## config.mk

```make
export PLATFORM = sky130hd
export DESIGN_NAME = mips_debug_master
export DESIGN_NICKNAME = d
export VERILOG_FILES = /design/src/rtl/mips_debug_master.sv
export SDC_FILE = /design/constraint.sdc
export NUM_CORES = 1
export LEC_CHECK = 0
export ABC_CLOCK_PERIOD_IN_PS = 1800
export CAP_MARGIN = 10
export CORE_AREA = 2 2 102 104
export DETAILED_ROUTE_END_ITERATION = 7
export DIE_AREA = 0 0 104 106
export HOLD_SLACK_MARGIN = 0.03
export PLACE_DENSITY = 0.69
export SYNTH_ARGS = -nofsm -noshare
export SYNTH_HDL_FRONTEND = slang
export SYNTH_SLANG_ARGS = --single-unit
```

## constraint.sdc

```tcl
create_clock -name clk -period 1.8 [get_ports clk]
set_clock_uncertainty 0.2 [all_clocks]
set_input_delay 0.36 -clock clk [delete_from_list [all_inputs] [get_ports clk]]
set_output_delay 0.36 -clock clk [all_outputs]
set_load 0.01 [all_outputs]
```

## src/rtl/mips_debug_master.sv

```systemverilog
// mips_debug_master: command-driven controller for the MIPS debug port (run/halt/step/read/dump)
module mips_debug_master #(
  parameter int ADDR_W      = 7,
  parameter int DATA_W      = 32,
  parameter int STEP_CYCLES = 1,
  parameter int READ_LAT    = 1
) (
  input  logic              clk,
  input  logic              rst,
  input  logic              cmd_valid,
  output logic              cmd_ready,
  input  logic [2:0]        cmd_op,
  input  logic [ADDR_W-1:0] cmd_addr,
  output logic              cmd_err,
  output logic              rsp_valid,
  input  logic              rsp_ready,
  output logic [DATA_W-1:0] rsp_data,
  output logic [ADDR_W-1:0] rsp_addr,
  output logic              rsp_last,
  output logic              halted,
  output logic              debug_en,
  output logic              debug_step,
  output logic [ADDR_W-1:0] debug_addr,
  input  logic [DATA_W-1:0] debug_data
);
  typedef enum logic [1:0] {IDLE, STEP, SETTLE, RESP} state_t;
  state_t state, state_n;
  logic [ADDR_W-1:0] end_addr;
  logic [3:0] cnt;
  logic acc, rsp_hs, cnt_z;
  assign acc = cmd_valid && cmd_ready;
  assign rsp_hs = rsp_valid && rsp_ready;
  assign cnt_z = cnt == 4'd0;
  assign halted = debug_en;
  // next-state: STEP only when halted, READ/DUMP settle, RESP loops until the last word
  always_comb begin
    state_n = state;
    case (state)
      IDLE:    if (acc) state_n = (cmd_op == 3'd2 && debug_en) ? STEP :
                                  (cmd_op == 3'd3 || cmd_op == 3'd4) ? SETTLE : IDLE;
      STEP:    state_n = cnt_z ? IDLE : STEP;
      SETTLE:  state_n = cnt_z ? RESP : SETTLE;
      RESP:    if (rsp_hs) state_n = rsp_last ? IDLE : SETTLE;
      default: state_n = IDLE;
    endcase
  end
  // state register and datapath; cmd_ready is registered from the next state
  always_ff @(posedge clk) begin
    if (rst) begin
      state      <= IDLE;
      cmd_ready  <= 1'b1;
      cmd_err    <= 1'b0;
      rsp_valid  <= 1'b0;
      rsp_data   <= '0;
      rsp_addr   <= '0;
      rsp_last   <= 1'b0;
      debug_en   <= 1'b0;
      debug_step <= 1'b0;
      debug_addr <= '0;
      end_addr   <= '0;
      cnt        <= '0;
    end else begin
      state     <= state_n;
      cmd_ready <= state_n == IDLE;
      cmd_err   <= 1'b0;
      case (state)
        IDLE: if (acc) begin
          case (cmd_op)
            3'd0: debug_en <= 1'b0;
            3'd1: debug_en <= 1'b1;
            3'd2: if (debug_en) begin
              debug_step <= 1'b1;
              cnt        <= 4'(STEP_CYCLES - 1);
            end else cmd_err <= 1'b1;
            3'd3: begin
              debug_addr <= cmd_addr;
              end_addr   <= cmd_addr;
              cnt        <= 4'(READ_LAT);
            end
            3'd4: begin
              debug_addr <= '0;
              end_addr   <= cmd_addr;
              cnt        <= 4'(READ_LAT);
            end
            default: cmd_err <= 1'b1;
          endcase
        end
        STEP: if (cnt_z) debug_step <= 1'b0; else cnt <= cnt - 4'd1;
        SETTLE: if (cnt_z) begin
          rsp_data  <= debug_data;
          rsp_addr  <= debug_addr;
          rsp_last  <= debug_addr == end_addr;
          rsp_valid <= 1'b1;
        end else cnt <= cnt - 4'd1;
        RESP: if (rsp_hs) begin
          rsp_valid <= 1'b0;
          if (!rsp_last) begin
            debug_addr <= debug_addr + ADDR_W'(1);
            cnt        <= 4'(READ_LAT);
          end
        end
        default: ;
      endcase
    end
  end
endmodule

```

======== Word level (Yosys, flattened, before mapping) ========
Index checks and enable logic that the tools add are counted.
W data, S select, Z words.
storage, ports and cells
  bits in registers ....................... 65
  latch bits .............................. 0
  memory bits (writable) .................. 0
  bits in read-only memories .............. 0
  bits of input ports ..................... 46
  output and inout port bits .............. 53
  word-level logic and storage cells ...... 89
  memories ................................ 0
operators by class
  $add $sub $neg .......................... 2
  $mul .................................... 0
  divide/modulo/power cells ............... 0
  order comparisons ....................... 0
  equality and inequality tests ........... 19
  shifts and indexed selects .............. 0
  muxes and demuxes ....................... 31
  bitwise logic cells ..................... 2
  reduce and logical (&&, ||, !) cells .... 23
operators by type and width
  kind                   count
  $pmux W7 S2            2
  $mux W7                3
  $mux W4                5
  $ne A2 B2 Y1 const B   8
  $pmux W4 S3            1
  $mux W2                5
  $reduce_and A5 Y1      2
  $mux W1                9
  $ne A3 B3 Y1 const B   3
  $reduce_and A3 Y1      3
  $pmux W1 S2            4
  $pmux W2 S4            1
  $pmux W4 S2            1
  $reduce_bool A2 Y1     4
  $add A7 B1 Y7 const B  1
  $eq A7 B7 Y1           1
  $eq A3 B2 Y1 const B   2
  $reduce_and A6 Y1      1
  $eq A2 B2 Y1 const B   2
  $logic_not A2 Y1       2
  $logic_not A4 Y1       1
  $reduce_or A2 Y1       2
  $reduce_or A4 Y1       1
  $sub A4 B1 Y4 const B  1
  9 further kinds        12

======== Logic depth before layout (Yosys ltp) ========
Gate-level depths: netlist (run 1).
  depth after elaboration ................. 7
  mapped depth ............................ 8
  gate-level depth less buffers ........... 6

======== Worst setup path before layout (run 1) ========
Ideal clock, no wire load.
  kind .................................... reg2reg
  from .................................... register state[1]
  to ...................................... register cnt[2]
  library setup time ...................... 0.101 ns
  data arrival time ....................... 1.629 ns
  data required time ...................... 1.499 ns
  path slack .............................. -0.130 ns
  stages on the path, launching flop included .. 8
  path buffers ............................ 1
  period minus slack after synthesis ...... 1.930 ns
  path through ............................ dfxtp_1 -> inv_1 -> ha_1 -> buf_2 -> a21boi_1 -> a221oi_2 -> nand3_1 -> o41ai_1
between the ends
  cells in the longest elaborated chain, start to end .. 4
  elaborated cells between the ends (all ways) .. 13
  those cells by class .................... 9 x eq/ne; 1 x mux; 3 x reduce/logical
RTL lines
  what                                          line  source
  start: declaration                            27    state_t state, state_n;
  start signal: assignment                      63    state <= state_n;
  $eq A2 B2 Y1 or $eq A2 B1 Y1 (tied branches)  66    case (state)
  $reduce_or A2 Y1 (no line)                    -
  $ne A2 B2 Y1 (no line)                        -
  $reduce_and A6 Y1 (no line)                   -
  end signal: assignment                        73    cnt <= 4'(STEP_CYCLES - 1);
  end signal: assignment                        78    cnt <= 4'(READ_LAT);
  end signal: assignment                        83    cnt <= 4'(READ_LAT);
  end: declaration                              29    logic [3:0] cnt;
Parallel ways exist; a longest one is shown, timed or not.
A chain may end at the register's enable or synchronous reset.

======== Worst setup path in the final report (run 1) ========
  from .................................... register rsp_data[5]
  to ...................................... output port rsp_data[5]
RTL lines
  what                      line  source
  start: declaration        17    output logic [DATA_W-1:0] rsp_data,
  start signal: assignment  90    rsp_data <= debug_data;
No word-level cell between the ends.

==> results of run 1 <==
power groups by stage:
| stage | combinational, uW | sequential, uW | clock (uW) |
|---|---|---|---|
| floorplan | 267 | 1590 | 0 |
| finish | 717 | 1530 | 1260 |
| global placement | 624 | 1560 | 0 |
| CTS | 680 | 1530 | 1310 |
| global route | 773 | 1540 | 1370 |
| detailed placement | 635 | 1570 | 0 |
layout make-up:
class | count | area, um^2 | area share, %
Inverter | 14 | 57.6 | 1.16
Multi-Input combinational cell | 248 | 1700 | 34.2
Sequential cell | 65 | 1320 | 26.6
Clock buffer | 9 | 124 | 2.49
Clock inverter | 7 | 77.6 | 1.56
Tap cell | 136 | 170 | 3.42
Timing Repair Buffer | 149 | 1520 | 30.7
through the flow:
stage | std cells | worst slack [ns] | instance area (um^2) | hold slack [ns] | power [uW]
6_report | 628 | 0.0139 | 4970 | 0.252 | 3510
5_1_grt | 628 | -0.0621 | 4970 | 0.271 | 3680
4_1_cts | 625 | 0.00169 | 4770 | 0.252 | 3520
3_5_place_dp | 602 | -0.596 | 4420 | 0.246 | 2200
3_3_place_gp | 602 | -0.555 | 4420 | 0.242 | 2190
2_1_floorplan | 350 | -0.0387 | 2990 | 0.280 | 1850
sequential cells by signal, summed over array words and instances (netlist names), 2 cells and up:
signal and count:
state 2, rsp_data 32, rsp_addr 7, cnt 4
debug_addr 7, end_addr 7
worst paths after layout:
| check | cells after the start | startpoint | end |
|---|---|---|---|
| setup reg to reg | 8 | state[0]$_SDFF_PP0_ | debug_addr[1]$_SDFFE_PP0P_ |
| hold / removal | 2 | rsp_data[26]$_SDFFE_PP0P_ | rsp_data[26]$_SDFFE_PP0P_ |
| hold reg to reg | 2 | rsp_data[26]$_SDFFE_PP0P_ | rsp_data[26]$_SDFFE_PP0P_ |
| setup / recovery | 1 | rsp_data[5]$_SDFFE_PP0P_ | rsp_data[5] |
placed cells by master (no fill, tap or decap), drive strengths merged, types with 2 or more instances in the layout:
cell type and count:
a311o 4, nor3 3, and3 2, nor2 12
dfxtp 65, xor2 7, clkinv 4, o221ai 2
o21ai 5, or3b 2, clkbuf 10, and2 2
a31oi 4, a311oi 3, buf 51, ha 7
nor4 4, nand2 89, a21oi 51, dlymetal6s2s 17
a21o 2, nor4bb 2, nand3b 2, mux2i 8
o41ai 2, clkdlybuf4s50 51, nand2b 3, nand3 9
dlygate4sd2 29, nor2b 2, inv 15, o31ai 2
o211ai 2
metal layers:
layer	GRT usage (%)	wire, um
met2	26.5	4230
met5	0	0
met4	5.60	110
met1	19.9	4070
met3	3.00	410
repair_timing:
item / 4_1_cts / 5_1_grt
cloned: 1 / 1
buffers inserted: 7 / 2
gates resized for setup: 63 / 42
pin swaps: 14 / 11
endpoints found under the setup margin: 86 / 71
hold buffers: 0 / 0
logic make-up (layout without fill, tap and decap cells):
group	after synthesis	count (layout)	synth area share, %
multiplexers	8	8	2.73
XOR/XNOR	7	7	2.09
buffers and inverters	37	179	5.42
adder cells (fa/ha/maj)	7	7	2.99
flip-flops	65	65	44.4
AO/OA/AOI/OAI	90	90	21.6
AND/OR/NAND/NOR	136	136	20.7
==> results.py, run 1 <==
metrics = {
    "power": {
        "intPower_uw": 2540,
        "seq_power_share_pct": 43.7,
        "p_leak_uw": 0.00221,
        "p_comb_share_pct": 20.4,
        "switching_share_pct": 27.6,
        "p_switching_uw": 970,
        "power_density_mw_per_mm2": 706,
        "clockPowerShare_pct": 35.9,
        "ir_worst_vdd_uv": 340,
    },
    "floorplan": {
        "ios": 99,
        "die-width_um": 104,
        "start_util_pct": 29.3,
        "coreArea_mm2": 0.0100,
        "die_area_mm2": 0.0110,
        "rows": 37,
        "fp.dieH_um": 106,
    },
    "sta": {
        "slew_viol_final": 0,
        "fmax_ghz": 0.560,
        "rsz0062_at_grt": "yes",
        "finalSetupTns_ns": 0,
        "setup_viol": 0,
        "period_minus_slack_ns": 1.79,
        "period_share_pct": 99.2,
        "tightest_slew_ns": 0.333,
        "slew_headroom_pct": 77.6,
        "hold_viol": 0,
    },
    "grt": {
        "antenna_found_initial": 0,
        "grt_overflow": 0,
        "track_usage_pct": 15.7,
        "grt_start_max_net_pins": 45,
        "grt_pass1_vias": 2936,
        "grt_pass1_wl_um": 14000,
    },
    "synth": {
        "syn_avg_cell_area_um2": 8.38,
        "synth_area_mm2": 0.00293,
        "synthTopCellsByArea": "dfxtp_1, nand2_1, a21oi_1",
        "yosys.area.top_type_share_pct": 44.4,
        "yosysTopAreaCell": "dfxtp_1",
        "seq_area_frac_synth_pct": 44.4,
        "synth_edf_count": 0,
        "ys.flop_type": "dfxtp_1",
        "netlist_instances": 350,
        "yosysMostFrequentCell": "nand2_1",
        "yosys-top-cells-count": "nand2_1, dfxtp_1, a21oi_1",
        "yosysWarnings": 0,
        "syn_nets": 403,
        "ys_async_sr_fraction_pct": 0,
        "ys_ff_latch": 65,
        "ys_types": 57,
    },
    "detailed_routing": {
        "ant_nets": 0,
        "wl_um": 8820,
        "wire_per_inst_um": 14.0,
        "vias": 2976,
        "drcViolationCount": 0,
        "via_per_inst": 4.74,
        "first_pass_iters": 4,
        "drt_iter0_markers": 154,
    },
    "cts": {
        "clockRootBuffer": "clkbuf_8",
        "cts_buffer_depth": 2,
        "worstSkewPairLatency_ns": 0.34,
        "h-tree-depth": 3,
        "cts_sinks": 65,
        "cts_buffers": 9,
        "cts_tree": "yes",
        "path_clk_slew_ns": 0.08,
    },
    "cells_and_area": {
        "n_antenna_cell": 0,
        "final_util_pct": 49.7,
        "area_growth_pct": 69.6,
        "nFillCells": 947,
        "fin_nets": 540,
        "layout-drive-gt1-share_pct": 25.8,
    },
    "critical_path": {
        "crit_type": "reg2out",
        "path_buf_inv": 1,
        "crit_arrival_ns": 1.23,
        "critPathCaptureType": "output port",
        "rrSetupSlack_ns": 0.02,
        "path_max_fanout": 2,
        "cp.required_ns": 1.24,
        "crit_chain": "clkdlybuf4s50_1",
        "critPathSlowestCell": "clkdlybuf4s50_1",
        "worst_path_largest_cell_delay_ns": 0.54,
        "cp-start-kind": "flip-flop",
        "crit_family": "buffers and inverters",
    },
    "min_path": {
        "min_path_type": "reg2reg",
    },
    "job": {
        "maxCapViolCount": 0,
    },
    "placement": {
        "dp_hpwl_um": 6030,
        "portBuffers": 98,
        "place_congestion": 0.831,
    },
    "run_status": {
        "status": "complete, no violations",
    },
}
(Power assumes the default switching activity.)
==> run 2, diff against run 1 <==
--- a/config.mk
+++ b/config.mk
@@ -10,7 +10,6 @@
 export CORE_AREA = 2 2 102 104
 export DETAILED_ROUTE_END_ITERATION = 7
 export DIE_AREA = 0 0 104 106
-export HOLD_SLACK_MARGIN = 0.03
 export PLACE_DENSITY = 0.69
 export SYNTH_ARGS = -nofsm -noshare
 export SYNTH_HDL_FRONTEND = slang
==> results of run 2 <==
Same layout as run 1: the final DEF is identical, and so are final timing and power.
